==> src/rtl/cpu_pkg.sv <==
// Shared definitions for the accumulator CPU control path: states, opcodes, ALU codes.
// Latency: n/a (declarations only).
// Backpressure: n/a.
package cpu_pkg;

    typedef enum logic [2:0] {
        ST_FETCH   = 3'd0,
        ST_DECODE  = 3'd1,
        ST_EXECUTE = 3'd2,
        ST_HALT    = 3'd3,
        ST_FAULT   = 3'd4
    } state_t;

    localparam logic [3:0] OP_NOP = 4'h0;
    localparam logic [3:0] OP_ADD = 4'h1;
    localparam logic [3:0] OP_SUB = 4'h2;
    localparam logic [3:0] OP_AND = 4'h3;
    localparam logic [3:0] OP_OR  = 4'h4;
    localparam logic [3:0] OP_XOR = 4'h5;
    localparam logic [3:0] OP_LDI = 4'h6;
    localparam logic [3:0] OP_JMP = 4'h7;
    localparam logic [3:0] OP_JZ  = 4'h8;
    localparam logic [3:0] OP_HLT = 4'hF;

    localparam logic [2:0] ALU_ADD    = 3'd0;
    localparam logic [2:0] ALU_SUB    = 3'd1;
    localparam logic [2:0] ALU_AND    = 3'd2;
    localparam logic [2:0] ALU_OR     = 3'd3;
    localparam logic [2:0] ALU_XOR    = 3'd4;
    localparam logic [2:0] ALU_PASS_B = 3'd5;

    // Opcodes that need the EXECUTE cycle to write the accumulator.
    function automatic logic is_exec_op(input logic [3:0] op);
        return (op >= OP_ADD) && (op <= OP_LDI);
    endfunction

    // ALU function select for an accumulator-writing opcode.
    function automatic logic [2:0] alu_code(input logic [3:0] op);
        logic [2:0] code;
        case (op)
            OP_ADD:  code = ALU_ADD;
            OP_SUB:  code = ALU_SUB;
            OP_AND:  code = ALU_AND;
            OP_OR:   code = ALU_OR;
            OP_XOR:  code = ALU_XOR;
            OP_LDI:  code = ALU_PASS_B;
            default: code = ALU_ADD;
        endcase
        return code;
    endfunction

endpackage

==> src/rtl/mem_wait_timer.sv <==
// Counts consecutive fetch wait cycles and flags when the limit is reached.
// Latency: expired is combinational on the current count and enable.
// Backpressure: none; clear has priority over enable, limit of 0 never expires.
module mem_wait_timer #(
    parameter int CNT_W = 4
) (
    input  logic             clk,
    input  logic             rst,
    input  logic             clear,
    input  logic             enable,
    input  logic [CNT_W-1:0] limit,
    output logic             expired
);
    import cpu_pkg::*;

    logic [CNT_W-1:0] count;
    logic [CNT_W:0]   count_inc;

    // The wait that brings the count up to the limit is the one that expires.
    always_comb begin
        count_inc = {1'b0, count} + {{CNT_W{1'b0}}, 1'b1};
        expired   = enable && (limit != '0) && (count_inc >= {1'b0, limit});
    end

    // Wait counter: cleared outside waiting, advances once per waited cycle.
    always_ff @(posedge clk or posedge rst) begin
        if (rst) begin
            count <= '0;
        end else if (clear) begin
            count <= '0;
        end else if (enable && !expired) begin
            count <= count_inc[CNT_W-1:0];
        end
    end

endmodule

==> src/rtl/cpu_control_fsm.sv <==
// Fetch/decode/execute sequencer for an 8-bit accumulator CPU with fetch timeout.
// Latency: ALU/LDI 3 cycles, NOP/JMP/JZ 2 cycles, plus memory wait cycles.
// Backpressure: FETCH stalls while mem_ready is low; faults after MEM_TIMEOUT waits.
module cpu_control_fsm #(
    parameter logic [7:0] RESET_PC    = 8'h00,
    parameter int         MEM_TIMEOUT = 15
) (
    input  logic       clk,
    input  logic       rst,
    input  logic [7:0] instr,
    input  logic       mem_ready,
    input  logic       zero_flag,
    output logic [7:0] pc,
    output logic       mem_req,
    output logic       ir_load,
    output logic [2:0] alu_op,
    output logic       alu_src_imm,
    output logic       acc_load,
    output logic       halted,
    output logic       fault
);
    import cpu_pkg::*;

    localparam int               CNT_W = (MEM_TIMEOUT > 1) ? $clog2(MEM_TIMEOUT + 1) : 1;
    localparam logic [CNT_W-1:0] LIMIT = CNT_W'(MEM_TIMEOUT);

    state_t     state_q, state_d;
    logic [7:0] pc_q, pc_d;
    logic [7:0] ir_q, ir_d;
    logic       run_q;
    logic [3:0] opcode;
    logic       tmr_clear;
    logic       tmr_en;
    logic       tmr_expired;

    assign opcode = ir_q[7:4];
    assign pc     = pc_q;

    mem_wait_timer #(
        .CNT_W (CNT_W)
    ) u_wait_timer (
        .clk     (clk),
        .rst     (rst),
        .clear   (tmr_clear),
        .enable  (tmr_en),
        .limit   (LIMIT),
        .expired (tmr_expired)
    );

    // State, PC and IR registers; run_q holds off the first fetch until the edge after reset.
    always_ff @(posedge clk or posedge rst) begin
        if (rst) begin
            state_q <= ST_FETCH;
            pc_q    <= RESET_PC;
            ir_q    <= 8'h00;
            run_q   <= 1'b0;
        end else begin
            state_q <= state_d;
            pc_q    <= pc_d;
            ir_q    <= ir_d;
            run_q   <= 1'b1;
        end
    end

    // Next-state, next-PC and output decode from registered state (mem_ready only gates ir_load).
    always_comb begin
        state_d     = state_q;
        pc_d        = pc_q;
        ir_d        = ir_q;
        mem_req     = 1'b0;
        ir_load     = 1'b0;
        acc_load    = 1'b0;
        alu_op      = ALU_ADD;
        alu_src_imm = 1'b0;
        halted      = 1'b0;
        fault       = 1'b0;
        tmr_clear   = 1'b1;
        tmr_en      = 1'b0;

        case (state_q)
            ST_FETCH: begin
                if (run_q) begin
                    mem_req = 1'b1;
                    if (mem_ready) begin
                        ir_load = 1'b1;
                        ir_d    = instr;
                        pc_d    = pc_q + 8'd1;
                        state_d = ST_DECODE;
                    end else begin
                        tmr_clear = 1'b0;
                        tmr_en    = 1'b1;
                        if (tmr_expired) begin
                            state_d = ST_FAULT;
                        end
                    end
                end
            end
            ST_DECODE: begin
                state_d = ST_FETCH;
                if (is_exec_op(opcode)) begin
                    state_d = ST_EXECUTE;
                end else if (opcode == OP_JMP) begin
                    pc_d = {pc_q[7:4], ir_q[3:0]};
                end else if (opcode == OP_JZ) begin
                    if (zero_flag) begin
                        pc_d = {pc_q[7:4], ir_q[3:0]};
                    end
                end else if (opcode == OP_HLT) begin
                    state_d = ST_HALT;
                end
            end
            ST_EXECUTE: begin
                acc_load    = 1'b1;
                alu_op      = alu_code(opcode);
                alu_src_imm = 1'b1;
                state_d     = ST_FETCH;
            end
            ST_HALT: begin
                halted = 1'b1;
            end
            ST_FAULT: begin
                fault = 1'b1;
            end
            default: begin
                state_d = ST_FETCH;
            end
        endcase
    end

endmodule

==> config.mk <==
export PLATFORM = sky130hd
export DESIGN_NAME = cpu_control_fsm
export DESIGN_NICKNAME = d
export VERILOG_FILES = /design/src/rtl/cpu_pkg.sv /design/src/rtl/mem_wait_timer.sv /design/src/rtl/cpu_control_fsm.sv
export SDC_FILE = /design/constraint.sdc
export NUM_CORES = 1
export LEC_CHECK = 0
export ABC_AREA = 1
export CAP_MARGIN = 30
export CORE_MARGIN = 2
export CORE_UTILIZATION = 30
export DETAILED_ROUTE_END_ITERATION = 10
export HOLD_SLACK_MARGIN = 0.08
export PLACE_DENSITY = 0.59
export REMOVE_ABC_BUFFERS = 1
export SKIP_LAST_GASP = 1
export SYNTH_ARGS = -nofsm -noshare
export SYNTH_HDL_FRONTEND = slang
export SYNTH_SLANG_ARGS = --single-unit
==> constraint.sdc <==
create_clock -name clk -period 1.6 [get_ports clk]
set_input_delay 0.4 -clock clk [delete_from_list [all_inputs] [get_ports clk]]
set_output_delay 0.4 -clock clk [all_outputs]
set_load 0.01 [all_outputs]
==> results of run 1 <==
[placed cells by master (no fill, tap or decap), drive strengths merged]
| master | instances |
|---|---|
| clkdlybuf4s50 | 13 |
| dlygate4sd2 | 2 |
| nand3b | 1 |
| nand2 | 52 |
| nand4 | 6 |
| clkinvlp | 1 |
| inv | 26 |
| nor2 | 16 |
| dfrtp | 24 |
| nor3 | 3 |
| xnor2 | 3 |
| o21ai | 15 |
| nor4 | 1 |
| nand3 | 13 |
| o31ai | 1 |
| xor2 | 2 |
| clkbuf | 3 |
| a21oi | 3 |
| bufinv | 1 |
| dlymetal6s2s | 4 |
| buf | 51 |
| conb | 1 |
| ha | 3 |
[routing by layer]
metal	vias to the layer above	part of all wire, %	global-route usage (%)	wire [um]
met4	0	1.8	3.145	59
met5	-	0	0	0
met1	582	43	17.17	1437
met2	32	52	24.69	1723
li1	696	-	-	-
met3	6	3.2	2.110	108
[stage by stage]
step                      setup slack (ns)  instance area, sq um
after global placement             -0.5009                  1902
after detailed placement           -0.4945                  1902
after global routing               -0.2777                  2160
final                              -0.2015                  2160
after floorplan                    -0.3068                  1361
after CTS                          -0.1961                  2069
[timing repair]
action / in CTS / in global routing
endpoints found under the hold margin: 0 / 0
resized for setup: 46 / 27
pin swaps: 2 / 9
endpoints found under the setup margin: 16 / 27
setup buffers: 13 / 7
[worst min path at each step]
| stage | to | start | slack [ns] |
|---|---|---|---|
| 2_1_floorplan | ir_q[0] | rst | 0.41 |
| 3_3_place_gp | pc[7] | pc[7] | 0.47 |
| 3_5_place_dp | pc[7] | pc[7] | 0.47 |
| 4_1_cts | pc[7] | pc[7] | 0.48 |
| 5_1_grt | pc[7] | pc[7] | 0.50 |
| 6_report | pc[7] | pc[7] | 0.47 |
[critical path, stage by stage (launching register included)]
cell and delay, ns:
dfrtp_1 0.39, inv_1 0.10, nor3_2 0.17, buf_4 0.15, inv_2 0.04, nor4_2 0.13
buf_2 0.17
[cell families after synthesis]
logic type	Yosys count	synth area share [%]
xor gates and xnor gates	5	3.182
adders and majority gates	3	2.728
and+or+nand+nor	92	33.64
other	1	0.2725
buffers and inverters	29	8.636
DFF	24	43.64
AOI/OAI and AO/OA	19	7.909
[registers in the layout, summed over array words and instances, names as in the netlist]
register,count
ir_q,8
pc,8
run_q,1
state_q,3
u_wait_timer.count,4
[final cells by class]
| cell class | instances | area share (%) |
|---|---|---|
| Inverter | 27 | 5.214 |
| Tap cell | 52 | 3.013 |
| Timing Repair Buffer | 70 | 27.75 |
| Multi-Input combinational cell | 120 | 32.91 |
| Clock buffer | 3 | 1.912 |
| Clock inverter | 1 | 1.390 |
| Sequential cell | 24 | 27.81 |
[power by group through the flow]
| stage | clock network (mW) | registers [mW] | logic, mW |
|---|---|---|---|
| final | 0.532 | 0.921 | 1.90 |
| after global routing | 0.573 | 0.946 | 2.10 |
| after CTS | 0.556 | 0.916 | 1.75 |
| after detailed placement | 0 | 0.949 | 1.53 |
| after global placement | 0 | 0.946 | 1.51 |
| after floorplan | 0 | 0.990 | 0.764 |
==> summary.txt, run 1 <==
Clk_lat worst skew - 0.26 ns
#FFs+latches synth - 24
P per Cell Area - 1552 mW/mm^2
Worst setup SP type - flop
Fin crit share - 112.6%
Die Y - 71.73 um
Crit-path max FO - 3
Final core utilization - 49.26%
Layout cells sized above 1 - 35.10%
Top-area cell type share of the netlist area - 43.64%
Fmax - 0.5551 GHz
Initial Util - 31.39%
Reg2Reg Depth - 11
Number of global-route vias before repair - 1266
Syn-to-layout area delta - 56.91%
Final number of setup-violating endpoints - 6
Crit path launch - state_q[1]
Setup TNS - -0.9144 ns
Final worst path period need - 1.802 ns
Number of antenna violations at the first check in global routing - 0
Synth cell types - 27
Area contributors post-synth - dfrtp_1, nand2_1, inv_1
Global route overflow - 0
TritonRoute pass-1 iters - 4
Core area - 0.004384 sq mm
DRC Markers - 0
Gate Count Post-Synth - 173
Fin. Hold Viols - 0
Post-route ant nets - 0
TritonCTS buffer count - 3
Hold Path Depth - 1
CTS tree - yes
Worst EP arrival - 1.40 ns
R2r endpoint - u_wait_timer.count[1]
Fin nets - 261
I/O pins - 29
CTS hold repair buffers - 0
First-pass GRT wire length - 5609 um
DIE AREA - 0.005145 sq mm
Register area - 600.6 sq um
H-Tree Depth - 1
Skew final - 0.005564 ns
Post-placement cell count - 277
Int Power - 2.073 mW
Post-synth ARST share - 100.0%
Rows - 24
NetSw - 1.279 mW
Total chip power - 3.352 mW
CP Class - reg2out
Total track usage - 13.70%
Outcome - complete, but fails checks
Avg Cell Area, Syn - 7.956 sq um
Violated checks - negative setup slack
Hold Path Class - reg2reg
Fin. max-slew vios - 0
Largest net degree at the start of global routing - 25
Start of the worst register-to-register path - state_q[2]
DR iter-0 viols - 28
WL final - 3328 um
# fillers - 431
Root Driver - clkbuf_8
Sequential share of the synthesized area - 43.64%
DP HPWL - 2384 um
Reg power frac - 27.5%
Combinational power share - 56.6%
Via count - 1316
Routability Congestion - 0.8177
Top-count cell post-synth - nand2_1
Number of flops mapped to enable cells by yosys - 0
Syn Std Cell Area - 0.001376 sq mm
Net Sw Frac - 38.16%
Multi-input logic area - 710.7 sq um
Hold slack final - 0.4737 ns
Dominant cell type by area after synthesis - dfrtp_1
FF-to-FF setup slack - 0.01 ns
CP endpoint kind - output port
Post-synth top cells - nand2_1, dfrtp_1, inv_1
Die X-Extent - 71.73 um
Diodes inserted - 0
CTS clk-pin slew, worst paths - 0.09 ns
Maximum clock path buffer count - 2
Wirelength per Cell - 11.21 um
Leakage - 1.164 nW
I/O Buffers - 28
RSZ-0062 raised after global routing - yes
Final cell count without fillers - 297
DR vias/cell - 4.431
Worst endpoint required time - 1.20 ns
Sink Count - 24
Worst Setup EP - alu_op[0]
Synthesis Warnings - 0
Final Worst Setup Slack - -0.2015 ns
Share of total power in the clock network - 15.9%
Number of max-cap violations - 0
Post-synth top flop - dfrtp_1
VDD IR max - 0.6327 mV
No activity file was read; power rests on OpenSTA's default activity.
==> run 2: changes to the inputs <==
--- a/config.mk
+++ b/config.mk
@@ -10,7 +10,6 @@
 export CORE_MARGIN = 2
 export CORE_UTILIZATION = 30
 export DETAILED_ROUTE_END_ITERATION = 10
-export HOLD_SLACK_MARGIN = 0.08
 export PLACE_DENSITY = 0.59
 export REMOVE_ABC_BUFFERS = 1
 export SKIP_LAST_GASP = 1
==> results of run 2 <==
Same layout as run 1: the final DEF is identical, and so are final timing and power.
